**config.mk**
```make
export PLATFORM = sky130hd
export DESIGN_NAME = uart_rx
export DESIGN_NICKNAME = d
export VERILOG_FILES = /design/src/rtl/uart_rx_pkg.sv /design/src/rtl/uart_rx_sync.sv /design/src/rtl/uart_rx.sv
export SDC_FILE = /design/constraint.sdc
export NUM_CORES = 1
export LEC_CHECK = 0
export ABC_AREA = 1
export CAP_MARGIN = 20
export CELL_PAD_IN_SITES_DETAIL_PLACEMENT = 1
export CELL_PAD_IN_SITES_GLOBAL_PLACEMENT = 2
export CORE_MARGIN = 4
export CORE_UTILIZATION = 27
export DETAILED_ROUTE_END_ITERATION = 7
export GPL_TIMING_DRIVEN = 1
export PLACE_DENSITY = 0.74
export SLEW_MARGIN = 20
export SYNTH_ARGS = -nofsm -noshare
export SYNTH_HDL_FRONTEND = slang
export SYNTH_HIERARCHICAL = 1
export SYNTH_SLANG_ARGS = --single-unit
```
**constraint.sdc**
```tcl
create_clock -name clk -period 1.4 [get_ports clk]
set_input_delay 0.35 -clock clk [delete_from_list [all_inputs] [get_ports clk]]
set_output_delay 0.35 -clock clk [all_outputs]
set_load 0.02 [all_outputs]
```
**src/rtl/uart_rx_pkg.sv**
```systemverilog
// Shared definitions for the UART receiver: FSM state encoding and default frame geometry.
// Optional parity stage is enabled by defining UART_RX_PARITY_EN.
package uart_rx_pkg;

    localparam int unsigned DEF_DATABITS   = 8;
    localparam int unsigned DEF_OVERSAMPLE = 16;

    typedef enum logic [2:0] {
        ST_IDLE   = 3'd0,
        ST_START  = 3'd1,
        ST_DATA   = 3'd2,
        ST_PARITY = 3'd3,
        ST_STOP   = 3'd4
    } rx_state_t;

endpackage

```
**src/rtl/uart_rx_sync.sv**
```systemverilog
// Two-flop synchronizer for the asynchronous rxd pin; reset value is a parameter
// so the line reads as idle (high) straight out of reset.
module rx_sync #(
    parameter logic RESET_VAL = 1'b1
) (
    input  logic i_clk,
    input  logic i_rst,
    input  logic i_d,
    output logic o_q
);

    logic r_meta;
    logic r_sync;

    always_ff @(posedge i_clk) begin
        if (i_rst) begin
            r_meta <= RESET_VAL;
            r_sync <= RESET_VAL;
        end else begin
            r_meta <= i_d;
            r_sync <= r_meta;
        end
    end

    assign o_q = r_sync;

endmodule

```
**src/rtl/uart_rx.sv**
```systemverilog
// UART receiver: oversampled start/data/[parity]/stop deframing into a one-entry holding
// register with valid/rd handshake. Parity stage compiled in with UART_RX_PARITY_EN.
module uart_rx
    import uart_rx_pkg::*;
#(
    parameter int unsigned DATABITS   = DEF_DATABITS,
    parameter int unsigned OVERSAMPLE = DEF_OVERSAMPLE,
    parameter int unsigned PARITY_ODD = 0
) (
    input  logic                clk,
    input  logic                rst,
    input  logic                baudrate,
    input  logic                rxd,
    input  logic                rd,
    output logic [DATABITS-1:0] data,
    output logic                valid,
    output logic                ferr,
    output logic                perr,
    output logic                overrun,
    output logic                busy
);

    localparam int unsigned CNT_W = $clog2(OVERSAMPLE);
    localparam int unsigned IDX_W = $clog2(DATABITS + 1);

    localparam logic [CNT_W-1:0] HALF_TICK = CNT_W'(OVERSAMPLE / 2 - 1);
    localparam logic [CNT_W-1:0] LAST_TICK = CNT_W'(OVERSAMPLE - 1);
    localparam logic [IDX_W-1:0] LAST_BIT  = IDX_W'(DATABITS - 1);
    localparam logic             PAR_ODD   = (PARITY_ODD != 0);

    rx_state_t             r_state;
    rx_state_t             w_state_next;
    logic [CNT_W-1:0]      r_tick_cnt;
    logic [IDX_W-1:0]      r_bit_idx;
    logic [DATABITS-1:0]   r_shift;
    logic [DATABITS-1:0]   r_data;
    logic                  r_valid;
    logic                  r_ferr;
    logic                  r_perr;
    logic                  r_overrun;
    logic                  r_armed;

    logic                  w_rxd;
    logic                  w_half_done;
    logic                  w_bit_done;
    logic                  w_last_bit;
    logic                  w_sample_data;
    logic                  w_complete;
    logic                  w_par_err;
`ifdef UART_RX_PARITY_EN
    logic                  w_sample_par;
    logic                  r_par_err;
`endif

    rx_sync #(
        .RESET_VAL(1'b1)
    ) u_sync (
        .i_clk (clk),
        .i_rst (rst),
        .i_d   (rxd),
        .o_q   (w_rxd)
    );

    assign w_half_done = (r_tick_cnt == HALF_TICK);
    assign w_bit_done  = (r_tick_cnt == LAST_TICK);
    assign w_last_bit  = (r_bit_idx == LAST_BIT);

    always_ff @(posedge clk) begin
        if (rst) begin
            r_state <= ST_IDLE;
        end else if (baudrate) begin
            r_state <= w_state_next;
        end
    end

    always_comb begin
        w_state_next = r_state;
        case (r_state)
            ST_IDLE: begin
                if (!w_rxd && r_armed) begin
                    w_state_next = ST_START;
                end
            end
            ST_START: begin
                if (w_half_done) begin
                    w_state_next = w_rxd ? ST_IDLE : ST_DATA;
                end
            end
            ST_DATA: begin
                if (w_bit_done && w_last_bit) begin
`ifdef UART_RX_PARITY_EN
                    w_state_next = ST_PARITY;
`else
                    w_state_next = ST_STOP;
`endif
                end
            end
`ifdef UART_RX_PARITY_EN
            ST_PARITY: begin
                if (w_bit_done) begin
                    w_state_next = ST_STOP;
                end
            end
`endif
            ST_STOP: begin
                if (w_bit_done) begin
                    w_state_next = ST_IDLE;
                end
            end
            default: w_state_next = ST_IDLE;
        endcase
    end

    always_comb begin
        busy          = (r_state != ST_IDLE);
        w_sample_data = 1'b0;
        w_complete    = 1'b0;
`ifdef UART_RX_PARITY_EN
        w_sample_par  = 1'b0;
`endif
        if (baudrate && w_bit_done) begin
            case (r_state)
                ST_DATA:   w_sample_data = 1'b1;
`ifdef UART_RX_PARITY_EN
                ST_PARITY: w_sample_par  = 1'b1;
`endif
                ST_STOP:   w_complete    = 1'b1;
                default:   ;
            endcase
        end
    end

    // Tick counter restarts at every sample point so later samples stay mid-bit.
    always_ff @(posedge clk) begin
        if (rst) begin
            r_tick_cnt <= '0;
            r_bit_idx  <= '0;
        end else if (baudrate) begin
            case (r_state)
                ST_IDLE: begin
                    r_tick_cnt <= '0;
                    r_bit_idx  <= '0;
                end
                ST_START: begin
                    r_tick_cnt <= w_half_done ? '0 : r_tick_cnt + 1'b1;
                end
                ST_DATA: begin
                    r_tick_cnt <= w_bit_done ? '0 : r_tick_cnt + 1'b1;
                    if (w_bit_done) begin
                        r_bit_idx <= r_bit_idx + 1'b1;
                    end
                end
                default: begin
                    r_tick_cnt <= w_bit_done ? '0 : r_tick_cnt + 1'b1;
                end
            endcase
        end
    end

    // A low stop bit (break) disarms start detection until the line returns high.
    always_ff @(posedge clk) begin
        if (rst) begin
            r_armed <= 1'b1;
        end else if (w_complete && !w_rxd) begin
            r_armed <= 1'b0;
        end else if (baudrate && w_rxd) begin
            r_armed <= 1'b1;
        end
    end

    always_ff @(posedge clk) begin
        if (rst) begin
            r_shift <= '0;
        end else if (w_sample_data) begin
            r_shift <= {w_rxd, r_shift[DATABITS-1:1]};
        end
    end

`ifdef UART_RX_PARITY_EN
    always_ff @(posedge clk) begin
        if (rst) begin
            r_par_err <= 1'b0;
        end else if (w_sample_par) begin
            r_par_err <= w_rxd ^ (^r_shift) ^ PAR_ODD;
        end
    end

    assign w_par_err = r_par_err;
`else
    // PARITY_ODD has no effect without the parity stage.
    assign w_par_err = PAR_ODD & 1'b0;
`endif

    always_ff @(posedge clk) begin
        if (rst) begin
            r_data    <= '0;
            r_valid   <= 1'b0;
            r_ferr    <= 1'b0;
            r_perr    <= 1'b0;
            r_overrun <= 1'b0;
        end else begin
            if (w_complete) begin
                r_data <= r_shift;
                r_ferr <= ~w_rxd;
                r_perr <= w_par_err;
            end
            r_valid <= w_complete | (r_valid & ~rd);
            if (w_complete && r_valid && !rd) begin
                r_overrun <= 1'b1;
            end else if (rd && r_valid) begin
                r_overrun <= 1'b0;
            end
        end
    end

    assign data    = r_data;
    assign valid   = r_valid;
    assign ferr    = r_ferr;
    assign perr    = r_perr;
    assign overrun = r_overrun;

endmodule

```
Word-level counts from Yosys, hierarchy flattened --
Index checks and enable logic that the tools add are counted.
Storage, ports and cells: register bits 33, logic and storage cells 64
Cells by class: multiplexer cells 19, bitwise operators 4, reductions and logical operators 17, add/sub/neg operators 2, equality and inequality tests 11
Operators with widths (number):
- $pmux 4 s2 | 2
- $mux 3 | 4
- $mux 4 | 3
- $pmux 3 s4 | 1
- $ne 2x2->1 const B | 5
- $add 4x1->4 const B | 2
- $eq 4x3->1 const B | 2
- $logic_and 1x1->1 | 8
- $mux 1 | 8
- $reduce_bool 2->1 | 3
- $reduce_and 5->1 | 1
- $eq 4x4->1 const B | 1
- $eq 3x1->1 const B | 1
- $eq 3x2->1 const B | 1
- $eq 3x3->1 const B | 1
- $logic_not 3->1 | 1
- $reduce_and 3->1 | 1
- $reduce_bool 3->1 | 1
- $logic_not 1->1 | 2
- $mux 2 | 1
- $not 1->1 | 2
- $and 1x1->1 | 1
- $or 1x1->1 | 1

Logic depth before layout (Yosys ltp) --
depth in word-level cells 6, gate-level depth with buffers 9

Cells and area by module --
Netlist, hierarchy kept.
Modules (own cells, without submodules):
- uart_rx | sequential area each 620.6 um^2, area an instance 1361.3 um^2, times used 1, cells each 189
- rx_sync | sequential area each 40.0 um^2, area an instance 58.8 um^2, times used 1, cells each 7

Worst setup path before layout --
OpenSTA, ideal clock, no wires.
path type register to register, from register r_tick_cnt[0], to register r_armed, setup time 0.134 ns, arrival 1.257 ns, cell stages (with the launch flop) 8, period minus slack after synthesis 1.391 ns, path slack 0.009 ns, data required time 1.266 ns, path through dfxtp_1 ha_1 nand3_2 nor3_2 buf_4 nand2_2 nand2_1 o211ai_1
On the way: cells in the longest elaborated chain, start to end 5, elaborated cells on any way between the ends 6
Ends and longest elaborated chain:
- start, declared | RTL line uart_rx.sv:33 | logic [CNT_W-1:0] r_tick_cnt;
- start signal, assigned | RTL line uart_rx.sv:145 | r_tick_cnt <= w_half_done ? '0 : r_tick_cnt + 1'b1;
- start signal, assigned | RTL line uart_rx.sv:148 | r_tick_cnt <= w_bit_done ? '0 : r_tick_cnt + 1'b1;
- start signal, assigned | RTL line uart_rx.sv:154 | r_tick_cnt <= w_bit_done ? '0 : r_tick_cnt + 1'b1;
- $eq 4x4->1 * | RTL line uart_rx.sv:65 | assign w_bit_done = (r_tick_cnt == LAST_TICK);
- $logic_and 1x1->1 * | RTL line uart_rx.sv:121 | if (baudrate && w_bit_done) begin
- $mux 1 * | RTL line uart_rx.sv:121
- $logic_and 1x1->1 * | RTL line uart_rx.sv:164 | end else if (w_complete && !w_rxd) begin
- $mux 1 or $reduce_bool 2->1 (tied branches)
- end signal, assigned | RTL line uart_rx.sv:163 | r_armed <= 1'b1;
- end signal, assigned | RTL line uart_rx.sv:165 | r_armed <= 1'b0;
- end signal, assigned | RTL line uart_rx.sv:167 | r_armed <= 1'b1;
- end, declared | RTL line uart_rx.sv:41 | logic r_armed;
Mark *: on every way between the ends. The rest lies on a longest branch, timed or not. A chain may end at the register's enable or synchronous reset.

Worst setup path in the final report --
from register r_state[2], to output port busy
On the way: cells in the longest elaborated chain, start to end 1
Ends and longest elaborated chain:
- start, declared | RTL line uart_rx.sv:31 | rx_state_t r_state;
- start signal, assigned | RTL line uart_rx.sv:72 | r_state <= w_state_next;
- $reduce_bool 3->1 | RTL line uart_rx.sv:115 | busy = (r_state != ST_IDLE);
- end, declared | RTL line uart_rx.sv:20 | output logic busy
No other way between the ends.

==> qor.yml <==
status: "finished, violations left"
failed_checks: "negative setup slack"
fin_skew_ns: 0.00429
rsz0062_at_grt: "yes"
synth_flop_cell: "dfxtp_1"
grt_pass1_vias: 1400
final_layout_size_suffix_gt1_share_pct: 30.7
portBuffers: 16
crit_fanout: 2
cp_data_required_time_ns: 1.05
final_area_mm2: 0.00208
antenna_found_initial: 0
totalWireLength_mm: 4.02
grt_overflow_total: 0
crit_path_top_delay_cell: "dfxtp_2"
clockPowerShare_pct: 32.4
p_seq_share_pct: 45.4
insertion_delay_ns: 0.28
grt_start_max_net_pins: 14
cts_max_level: 2
maxCapViolCount: 0
clock_path_buffers: 2
die_area_mm2: 0.00648
syn_avg_cell_area_um2: 7.25
critPathBufInv: 3
final_core_util_pct: 40.7
dp_cells: 302
gr-usage-all-layers_pct: 13.6
syn_inst: 196
postRouteAntennaNets: 0
fin_crit_ns: 1.42
cp-end-kind: "output port"
final_cells: 314
root_buffer: "clkbuf_8"
via_count: 1375
fmaxAchievable_mhz: 706
worstSetupStartpointType: "register"
ir_worst_vdd_v: 0.000610
hold_class: "reg -> reg"
wl_per_cell_um: 12.8
rows: 26
p_comb_share_pct: 22.2
ys_types: 22
power_switching_w: 0.000668
hpwlAfterDp_mm: 2.75
drtIter0Drc: 56
area_delta_synth_final_pct: 46.3
gp_congestion: 0.796
antenna_cells: 0
die_y_um: 80.5
crit_chain: "nor2_2, inv_1, nor2_1, inv_1, buf_6"
max_stage_delay_ns: 0.33
hold_violations: 0
p_sw_share_pct: 30.4
cts_tree: "built"
synth_fp_nets: 203
place_area_mm2: 0.00184
p_per_area_mw_per_mm2: 1060
crit_top_cell: "inv_1"
drc: 0
critPathKind: "reg -> out"
viasPerCell: 4.38
synth_edf_count: 0
async_flop_share_pct: 0
cts_buffers: 5
drt-met1-wl_mm: 1.99
fin_ws_ns: -0.0156
drt_pre_antenna_iters: 4
ys_seq_area_share_pct: 46.5
arrival_ns: 1.07
period_share_pct: 101
io_pins: 18
final_nets: 250
wl_met3_um: 112
wl_met2_mm: 1.87
p_int_w: 0.00153
core-area_mm2: 0.00511
syn-cell-area_mm2: 0.00142
grt_pass1_wl_mm: 6.80
die_w_um: 80.5
top_layer_used: "met4"
yosysWarnings: 6
critPathTopFamily: "flip-flops"
clk_pin_slew_ns: 0.07
start_util_pct: 27.8
synth_seq_cells: 33
p_leak_nw: 1.04
finalSetupViolCount: 1
slew_viol_final: 0
clock-sinks: 33
==> path summary, 6_finish.rpt <==
kind / startpoint / to / slack [ns] / cells after the start
worst max-delay path: r_state[2] / busy / -0.02 / 5
worst min-delay path: u_sync/r_meta / u_sync/o_q / 0.41 / 2
worst max register to register: r_state[0] / data[2] / 0.03 / 8
worst min register to register: u_sync/r_meta / u_sync/o_q / 0.41 / 2
==> metrics by stage <==
step	power [W]	setup TNS, ns	hold slack [ns]	worst slack, ns
after floorplan	0.00124	0	0.387	0.00880
after global placement	0.00143	-5.08	0.404	-0.226
after detailed placement	0.00144	-5.91	0.400	-0.273
after CTS	0.00217	-0.0429	0.418	-0.0429
after global routing	0.00234	-1.20	0.430	-0.0961
final	0.00220	-0.0156	0.413	-0.0156
==> worst min-delay path: stages (launching register included) <==
cell and delay (ns):
dfxtp_1 0.31, inv_1 0.03, nand2_1 0.05
==> sequential cells by signal, summed over array words and instances (netlist names) <==
name           flops
valid              1
r_bit_idx          4
r_armed            1
r_state            3
ferr               1
u_sync/r_meta      1
overrun            1
r_tick_cnt         4
data               8
r_shift            8
u_sync/o_q         1
==> power groups by stage <==
| stage | logic (W) | clock network, W | registers (W) |
|---|---|---|---|
| finish | 0.000488 | 0.000714 | 0.000998 |
| global route | 0.000543 | 0.000790 | 0.00100 |
| CTS | 0.000434 | 0.000745 | 0.000994 |
| detailed placement | 0.000430 | 0 | 0.00101 |
| global placement | 0.000424 | 0 | 0.00101 |
| floorplan | 0.000216 | 0 | 0.00102 |
==> layout by cell type, fill, tap and decap left out, types with 2 or more instances in the layout <==
| master | n |
|---|---|
| nor2_1 | 45 |
| inv_2 | 5 |
| o211ai_1 | 3 |
| a21oi_1 | 8 |
| buf_6 | 4 |
| nor2_2 | 6 |
| o21ai_1 | 2 |
| nand2_4 | 2 |
| nor3_1 | 2 |
| inv_1 | 16 |
| o21ai_0 | 19 |
| o21ai_2 | 2 |
| nand2_2 | 3 |
| a21oi_2 | 2 |
| clkinv_2 | 2 |
| buf_4 | 23 |
| nand3_1 | 10 |
| dfxtp_2 | 7 |
| nor2_4 | 3 |
| nor3_2 | 2 |
| clkdlybuf4s50_1 | 4 |
| dlygate4sd2_1 | 11 |
| dfxtp_1 | 26 |
| clkbuf_8 | 5 |
| nand2_1 | 21 |
==> cell usage after synthesis (2+ instances only) <==
| cell type | n | area share, % |
|---|---|---|
| nor2_1 | 54 | 14 |
| dfxtp_1 | 33 | 47 |
| nand2_1 | 25 | 6.6 |
| o21ai_0 | 21 | 7.4 |
| inv_1 | 17 | 4.5 |
| nand3_1 | 10 | 3.5 |
| a21oi_1 | 9 | 3.2 |
| inv_2 | 5 | 1.3 |
| nor3_1 | 3 | 1.1 |
| o211ai_1 | 3 | 1.6 |
| buf_4 | 2 | 1.1 |
| clkbuf_1 | 2 | 0.53 |
| ha_1 | 2 | 1.8 |
| o21ai_1 | 2 | 0.70 |
==> routing by layer <==
metal / vias up / global-route usage (%)
met2: 21 / 21.0
met5: - / 0
met3: 6 / 3.48
li1: 721 / -
met1: 627 / 18.2
met4: 0 / 4.56
==> cells by family (layout without fill, tap and decap cells) <==
kind of cell    count (synthesis)  after routing  share of synthesized area [%]
other cells                     1              1                          0.264
flops                          33             33                           46.5
buf+inv                        26             74                           7.40
compound gates                 37             37                           14.2
fa+ha+maj                       2              2                           1.76
simple gates                   97             97                           29.9
==> area by class of cell <==
cell class              instances  area, um2
inverters                      22       85.1
well taps                      70       87.6
multi-input cells             137        751
repair buffers                 44        399
flip-flops and latches         33        669
fillers                       633       3030
clock buffers                   5       68.8
clock inverters                 3       17.5
==> what timing repair did <==
item | in CTS | in global routing
resized for setup | 27 | 30
endpoints found under the setup margin | 35 | 26
hold endpoints to repair | 0 | 0
pin swaps | 2 | 8
cloned | 0 | 1
hold buffers | 0 | 0
setup buffers | 0 | 3
Note: power is estimated with default switching activity, not from simulation.
